===== src/rtl/nand_stim_check.sv =====
// Truth-table stimulus generator and checker for a single NAND stage.
// Drives {B,A} = 00..11 for NUM_PASSES passes and counts response mismatches.
module nand_stim_check #(
  parameter int SETTLE     = 1,
  parameter int NUM_PASSES = 4
) (
  input  logic       clk,
  input  logic       rst_n,
  input  logic       start,
  input  logic       Nand_in,
  output logic       A,
  output logic       B,
  output logic       busy,
  output logic       done,
  output logic       pass,
  output logic [7:0] err_count,
  output logic [1:0] vec_idx
);

  typedef enum logic [1:0] {
    IDLE,
    HOLD,
    SAMPLE,
    DONE
  } state_t;

  localparam logic [3:0] HOLD_INIT =
    (SETTLE == 0) ? 4'd0 : 4'(SETTLE - 1);
  localparam logic [7:0] LAST_PASS = 8'(NUM_PASSES - 1);
  localparam state_t     FIRST     = (SETTLE == 0) ? SAMPLE : HOLD;

  state_t     state_q, state_d;
  logic [1:0] vec_q, vec_d;
  logic [3:0] cnt_q, cnt_d;
  logic [7:0] pcnt_q, pcnt_d;
  logic [7:0] err_q, err_d;
  logic       busy_q, busy_d;
  logic       done_q, done_d;
  logic       pass_q, pass_d;
  logic       expect_q;
  logic       mismatch;

  assign expect_q = ~(vec_q[0] & vec_q[1]);
  assign mismatch = (Nand_in != expect_q);

  always_comb begin
    state_d = state_q;
    vec_d   = vec_q;
    cnt_d   = cnt_q;
    pcnt_d  = pcnt_q;
    err_d   = err_q;
    busy_d  = busy_q;
    done_d  = 1'b0;
    pass_d  = pass_q;
    unique case (state_q)
      IDLE: begin
        if (start) begin
          state_d = FIRST;
          vec_d   = 2'd0;
          cnt_d   = HOLD_INIT;
          pcnt_d  = 8'd0;
          err_d   = 8'd0;
          pass_d  = 1'b0;
          busy_d  = 1'b1;
        end
      end
      HOLD: begin
        if (cnt_q == 4'd0) state_d = SAMPLE;
        else cnt_d = cnt_q - 4'd1;
      end
      SAMPLE: begin
        if (mismatch && err_q != 8'hFF) err_d = err_q + 8'd1;
        if (vec_q == 2'd3 && pcnt_q == LAST_PASS) begin
          state_d = DONE;
          vec_d   = 2'd0;
          busy_d  = 1'b0;
          done_d  = 1'b1;
          pass_d  = (err_q == 8'd0) && !mismatch;
        end else begin
          state_d = FIRST;
          vec_d   = vec_q + 2'd1;
          cnt_d   = HOLD_INIT;
          if (vec_q == 2'd3) pcnt_d = pcnt_q + 8'd1;
        end
      end
      DONE: state_d = IDLE;
      default: state_d = IDLE;
    endcase
  end

  always_ff @(posedge clk) begin
    if (!rst_n) begin
      state_q <= IDLE;
      vec_q   <= 2'd0;
      cnt_q   <= 4'd0;
      pcnt_q  <= 8'd0;
      err_q   <= 8'd0;
      busy_q  <= 1'b0;
      done_q  <= 1'b0;
      pass_q  <= 1'b0;
    end else begin
      state_q <= state_d;
      vec_q   <= vec_d;
      cnt_q   <= cnt_d;
      pcnt_q  <= pcnt_d;
      err_q   <= err_d;
      busy_q  <= busy_d;
      done_q  <= done_d;
      pass_q  <= pass_d;
    end
  end

  assign A         = vec_q[0];
  assign B         = vec_q[1];
  assign vec_idx   = vec_q;
  assign busy      = busy_q;
  assign done      = done_q;
  assign pass      = pass_q;
  assign err_count = err_q;

endmodule


===== config.mk =====
export PLATFORM = sky130hd
export DESIGN_NAME = nand_stim_check
export DESIGN_NICKNAME = d
export VERILOG_FILES = /design/src/rtl/nand_stim_check.sv
export SDC_FILE = /design/constraint.sdc
export NUM_CORES = 1
export LEC_CHECK = 0
export CORE_MARGIN = 2
export CORE_UTILIZATION = 55
export CTS_CLUSTER_SIZE = 28
export DETAILED_ROUTE_END_ITERATION = 12
export PLACE_DENSITY = 0.79
export SKIP_LAST_GASP = 1
export SYNTH_ARGS = -nofsm -noshare
export SYNTH_HDL_FRONTEND = slang
export SYNTH_SLANG_ARGS = --single-unit
export TNS_END_PERCENT = 1

===== constraint.sdc =====
create_clock -name clk -period 2.33 [get_ports clk]
set_input_delay 0.466 -clock clk [delete_from_list [all_inputs] [get_ports clk]]
set_output_delay 0.466 -clock clk [all_outputs]
set_load 0.02 [all_outputs]

### Word-level counts from Yosys, hierarchy flattened

Index checks and enable logic that the tools add are counted.

* $add $sub $neg: 4
* equal/unequal tests: 14
* multiplexer cells: 24
* bitwise gates (word level): 2
* reduce and logical (&&, ||, !) cells: 16

Operators by type and width (number)
* $mux W8: 4
* $pmux W8 S2: 2
* $add A8 B1 Y8 const B: 2
* $ne A2 B2 Y1 const B: 7
* $mux W4: 3
* $pmux W4 S3: 1
* $mux W2: 5
* $eq A8 B2 Y1 const B: 1
* $logic_not A8 Y1: 1
* $ne A8 B8 Y1 const B: 1
* $pmux W2 S4: 1
* $reduce_and A4 Y1: 2
* $eq A2 B2 Y1 const B: 3
* $reduce_and A2 Y1: 3
* $reduce_and A3 Y1: 2
* $mux W1: 5
* $logic_not A4 Y1: 1
* $pmux W1 S2: 2
* $pmux W2 S2: 1
* $sub A4 B1 Y4 const B: 1
* $logic_and A1 B1 Y1: 3
* $reduce_bool A3 Y1: 1
* $add A2 B1 Y2 const B: 1
* $eq A2 B1 Y1 const B: 1
* 6 further kinds: 6

* register bits after elaboration: 27
* output and inout bits: 15
* logic and storage cells: 68

### Depth between registers and ports, before layout

Gate-level depths: netlist (run 1).

* word-level depth: 7
* mapped depth: 6

### Worst setup path before layout (run 1)

No wires, ideal clock.

* kind: register -> register
* start: register err_q[0], in the netlist err_count[0]
* end: register err_q[6], in the netlist err_count[6]
* setup time: 0.075 ns
* arrival time: 1.702 ns
* path slack: 0.554 ns
* cell stages (with the launch flop): 6
* path through: dfxtp_1 -> ha_1 -> and3_1 -> a211o_1 -> or4_1 -> o211ai_2

* cells in the longest elaborated chain, start to end: 4
* elaborated cells on any way between the ends: 7
* those cells by class: add/sub (1); eq/ne (2); mux (2); reduce/logical (2)

RTL lines
* from (decl): RTL line 36 `logic [7:0] err_q, err_d;`
* from (signal assigned): RTL line 106 `err_q <= err_d;`
* parallel branches: the longest is 4 deep, another holds $add A8 B1 Y8

Parallel ways; which one is timed is not known. The select of a mux whose other input is x is not followed.
A chain may end at the register's enable or synchronous reset.

### Worst setup path in the final report (run 1)

* start: register err_q[0], in the netlist err_count[0]
* end: output err_count[0]

RTL lines
* to (decl): RTL line 16 `output logic [7:0] err_count,`

No word-level cell between the ends.

==> summary.md, run 1 <==
| Metric | Value |
|---|---|
| Initial antenna violation count | `0` |
| Clock latency at the later pin of the worst-skew pair | `340 ps` |
| Main flop type after synthesis | `dfxtp_1` |
| Tmin final | `2010 ps` |
| Nets@finish | `199` |
| Post-cts resize count | `0` |
| First-pass GRT wire length | `5820 microns` |
| Sequential share of the synthesized area | `34.9%` |
| Pre-antenna DRT Iters | `4` |
| Ant diodes | `0` |
| Setup TNS | `0 ps` |
| WP data required | `1860 ps` |
| Pins Over Slew Limit | `0` |
| Sequential power share | `61.6%` |
| Crit-path max FO | `9` |
| Post-CTS Setup Bufs | `0` |
| Worst VDD drop | `0.430 mV` |
| H-tree lvl count | `1` |
| Max cap viols | `0` |
| Post-synth cell types | `54` |
| Cell count after synthesis | `174` |
| Post-route DRC | `0` |
| GRT overflow | `0` |
| Post-synth EDFFs | `0` |
| Fill count | `251` |
| Asr flop ratio synth | `0%` |
| Die X | `57.1 microns` |
| Critical path type | `register to output port` |
| Final std cells w/o fill | `220` |
| I/O Pins | `19` |
| Via density | `6.30` |
| Worst Path Arrival | `1550 ps` |
| GP Congestion | `0.910` |
| CP peak stage delay | `670 ps` |
| Vias in the first global route | `1294` |
| RSZ-0062 raised after global routing | `false` |
| Area growth syn-to-layout | `12.9%` |
| # clock sinks | `27` |
| DIE AREA | `3260 sq um` |
| Synthesized Nets | `183` |
| Leakage | `0.645 nW` |
| Sw Share | `26.7%` |
| Routed via count | `1387` |
| Pwr dens | `443 nW/um^2` |
| Hold Path Class | `register to register` |
| Placed cells | `216` |
| Yosys warns | `0` |
| Clock slew at reported path FFs | `160 ps` |
| Outcome | `completed` |
| WP buf/inv | `1` |
| Maximum operating frequency | `497 MHz` |
| Detailed Route WL | `3480 microns` |
| Crit. End Element | `output port` |
| Fin crit share | `86.4%` |
| Worst-Margin Slew | `514 ps` |
| Share of layout cells above drive strength 1 | `8.47%` |
| Clock buffer depth | `2` |
| CP top delay family | `buffers and inverters` |
| Mean post-synth cell area | `8.91 sq um` |
| Hold bufs inserted after CTS | `0` |
| I/O Buffers | `18` |
| Total Routing Usage GR | `22.6%` |
| Routed len/inst | `15.8 microns` |
| Internal power | `0.000568 W` |
| Post-route ant nets | `0` |
| Crit path launch type | `register` |
| Worst clock skew | `3.97 ps` |
| Site row count | `19` |
| Hpwl dp | `2550 microns` |
| CP Cell Sequence | `clkdlybuf4s50_1` |
| Psw | `0.000207 W` |
| Fin. Hold Viols | `0` |
| Logic pwr share | `10.4%` |
| Initial DRC count | `60` |
| Yosys reg bits | `27` |
| Starting density of the core | `57.2%` |
| Vert. Die Dim | `57.1 microns` |
| Final setup vio count | `0` |
| Clock share of power | `28.0%` |
| Core Box Area | `2710 sq um` |
| CP max stage cell | `clkdlybuf4s50_1` |
| Num CTS Buffers | `3` |
| Relative slew slack | `65.5%` |
| Root Driver | `clkbuf_4` |
| CTS tree | `done` |
| Largest net degree at the start of global routing | `21` |
| Synthesized area | `1550 sq um` |
## cells by family (layout without fill, tap and decap cells)
| family | after synthesis | count (layout) | share of synthesized area [%] |
|---|---|---|---|
| multiplexers | 2 | 2 | 1.37 |
| AND/OR/NAND/NOR | 74 | 74 | 29.6 |
| adder cells (fa/ha/maj) | 5 | 5 | 4.04 |
| AO/OA/AOI/OAI | 49 | 49 | 23.5 |
| buffers and inverters | 14 | 29 | 4.92 |
| XOR/XNOR | 3 | 3 | 1.70 |
| flip-flops | 27 | 27 | 34.9 |
## routing by layer
metal | share of wire, % | vias to the layer above | routed length, microns | global-route usage [%]
li1 | - | 684 | - | -
met1 | 46 | 653 | 1590 | 30.4
met2 | 48 | 35 | 1680 | 36.3
met3 | 3.8 | 15 | 131 | 2.95
met4 | 2.4 | 0 | 82 | 9.97
met5 | 0 | - | 0 | 0
## placed cells by master, fill, tap and decap left out, drive strengths merged, types with 5 or more instances in the layout
cell / count
o21a: 5
dfxtp: 27
o21ai: 8
ha: 5
nand2b: 5
clkdlybuf4s50: 18
inv: 6
nand3: 14
a21boi: 8
a21oi: 7
nand2: 9
nand4: 9
nor2: 10
## Yosys cell counts (2+ instances only)
library cell   n  share of area [%]
clkbuf_1       3               0.73
a31oi_1        4                1.6
dfxtp_1       27                 35
a211o_1        2                1.1
or4_1          2               0.97
buf_6          2                1.5
o21ai_0        6                1.9
nand2b_1       4                1.6
a21oi_1        7                2.3
buf_4          2               0.97
and2_1         2               0.81
a21boi_1       2               0.97
nand2_1        9                2.2
a21boi_0       6                2.9
nor2_1        10                2.4
o21bai_1       2               0.97
nand4_1        9                3.6
inv_1          6                1.5
nand3_1       14                4.5
a22o_1         2                1.1
xor2_1         2                1.1
o21a_1         5                2.4
nor3_1         3               0.97
or4b_1         2                1.3
nor2b_1        2               0.81
ha_1           5                4.0
and3_1         4                1.6
a21o_1         2               0.97
and4_1         3                1.7
## path summary, 6_finish.rpt
check               start           end  slack (ps)  cells past startpoint
max          err_count[0]  err_count[0]         320                      1
min                  pass          pass         470                      2
max reg2reg    vec_idx[0]      cnt_q[3]         440                      5
min reg2reg          pass          pass         470                      2
## per-stage QoR
stage                     power, W  cell area (sq um)  utilization [%]  hold WS [ps]  setup slack [ps]
after global placement    0.000565               1720             63.6           444               274
after global routing      0.000797               1750             64.6           526               267
after detailed placement  0.000568               1720             63.6           457               236
final                     0.000775               1750             64.6           474               317
after CTS                 0.000775               1750             64.6           478               307
after floorplan           0.000543               1550                -           468               554
## worst reg2reg max path, delay by kind of cell, from the launching register on
kind                       cells  cell delay, ps
AOI/OAI and AO/OA              2             250
adders and majority gates      1             350
and+or+nand+nor                2             810
DFF                            1             430
## power by group through the flow
stage / registers, W / clock network (W) / logic [W]
2_1_floorplan: 0.000485 / 0 / 0.0000576
3_5_place_dp: 0.000487 / 0 / 0.0000806
4_1_cts: 0.000477 / 0.000217 / 0.0000811
6_report: 0.000477 / 0.000217 / 0.0000810
5_1_grt: 0.000479 / 0.000230 / 0.0000877
3_3_place_gp: 0.000486 / 0 / 0.0000788
## registers in the layout, indices dropped and copies added, names as in the netlist
| name | flops |
|---|---|
| cnt_q | 4 |
| vec_idx | 2 |
| pcnt_q | 8 |
| err_count | 8 |
| done | 1 |
| pass | 1 |
| busy | 1 |
| state_q | 2 |
## final cells by class
type / count / area (sq um) / share of cell area [%]
Clock buffer: 3 / 22.5 / 1.29
Clock inverter: 1 / 5.00 / 0.286
Inverter: 6 / 22.5 / 1.29
Multi-Input combinational cell: 133 / 933 / 53.3
Sequential cell: 27 / 541 / 30.9
Tap cell: 31 / 38.8 / 2.22
Timing Repair Buffer: 19 / 188 / 10.7
No activity file was read; power rests on OpenSTA's default activity.
==> inputs of run 2 (changes only) <==
Settings changed: SKIP_CTS_REPAIR_TIMING from default to 1.
==> results of run 2 <==
Same layout as run 1: the final DEF is identical, and so are final timing and power.
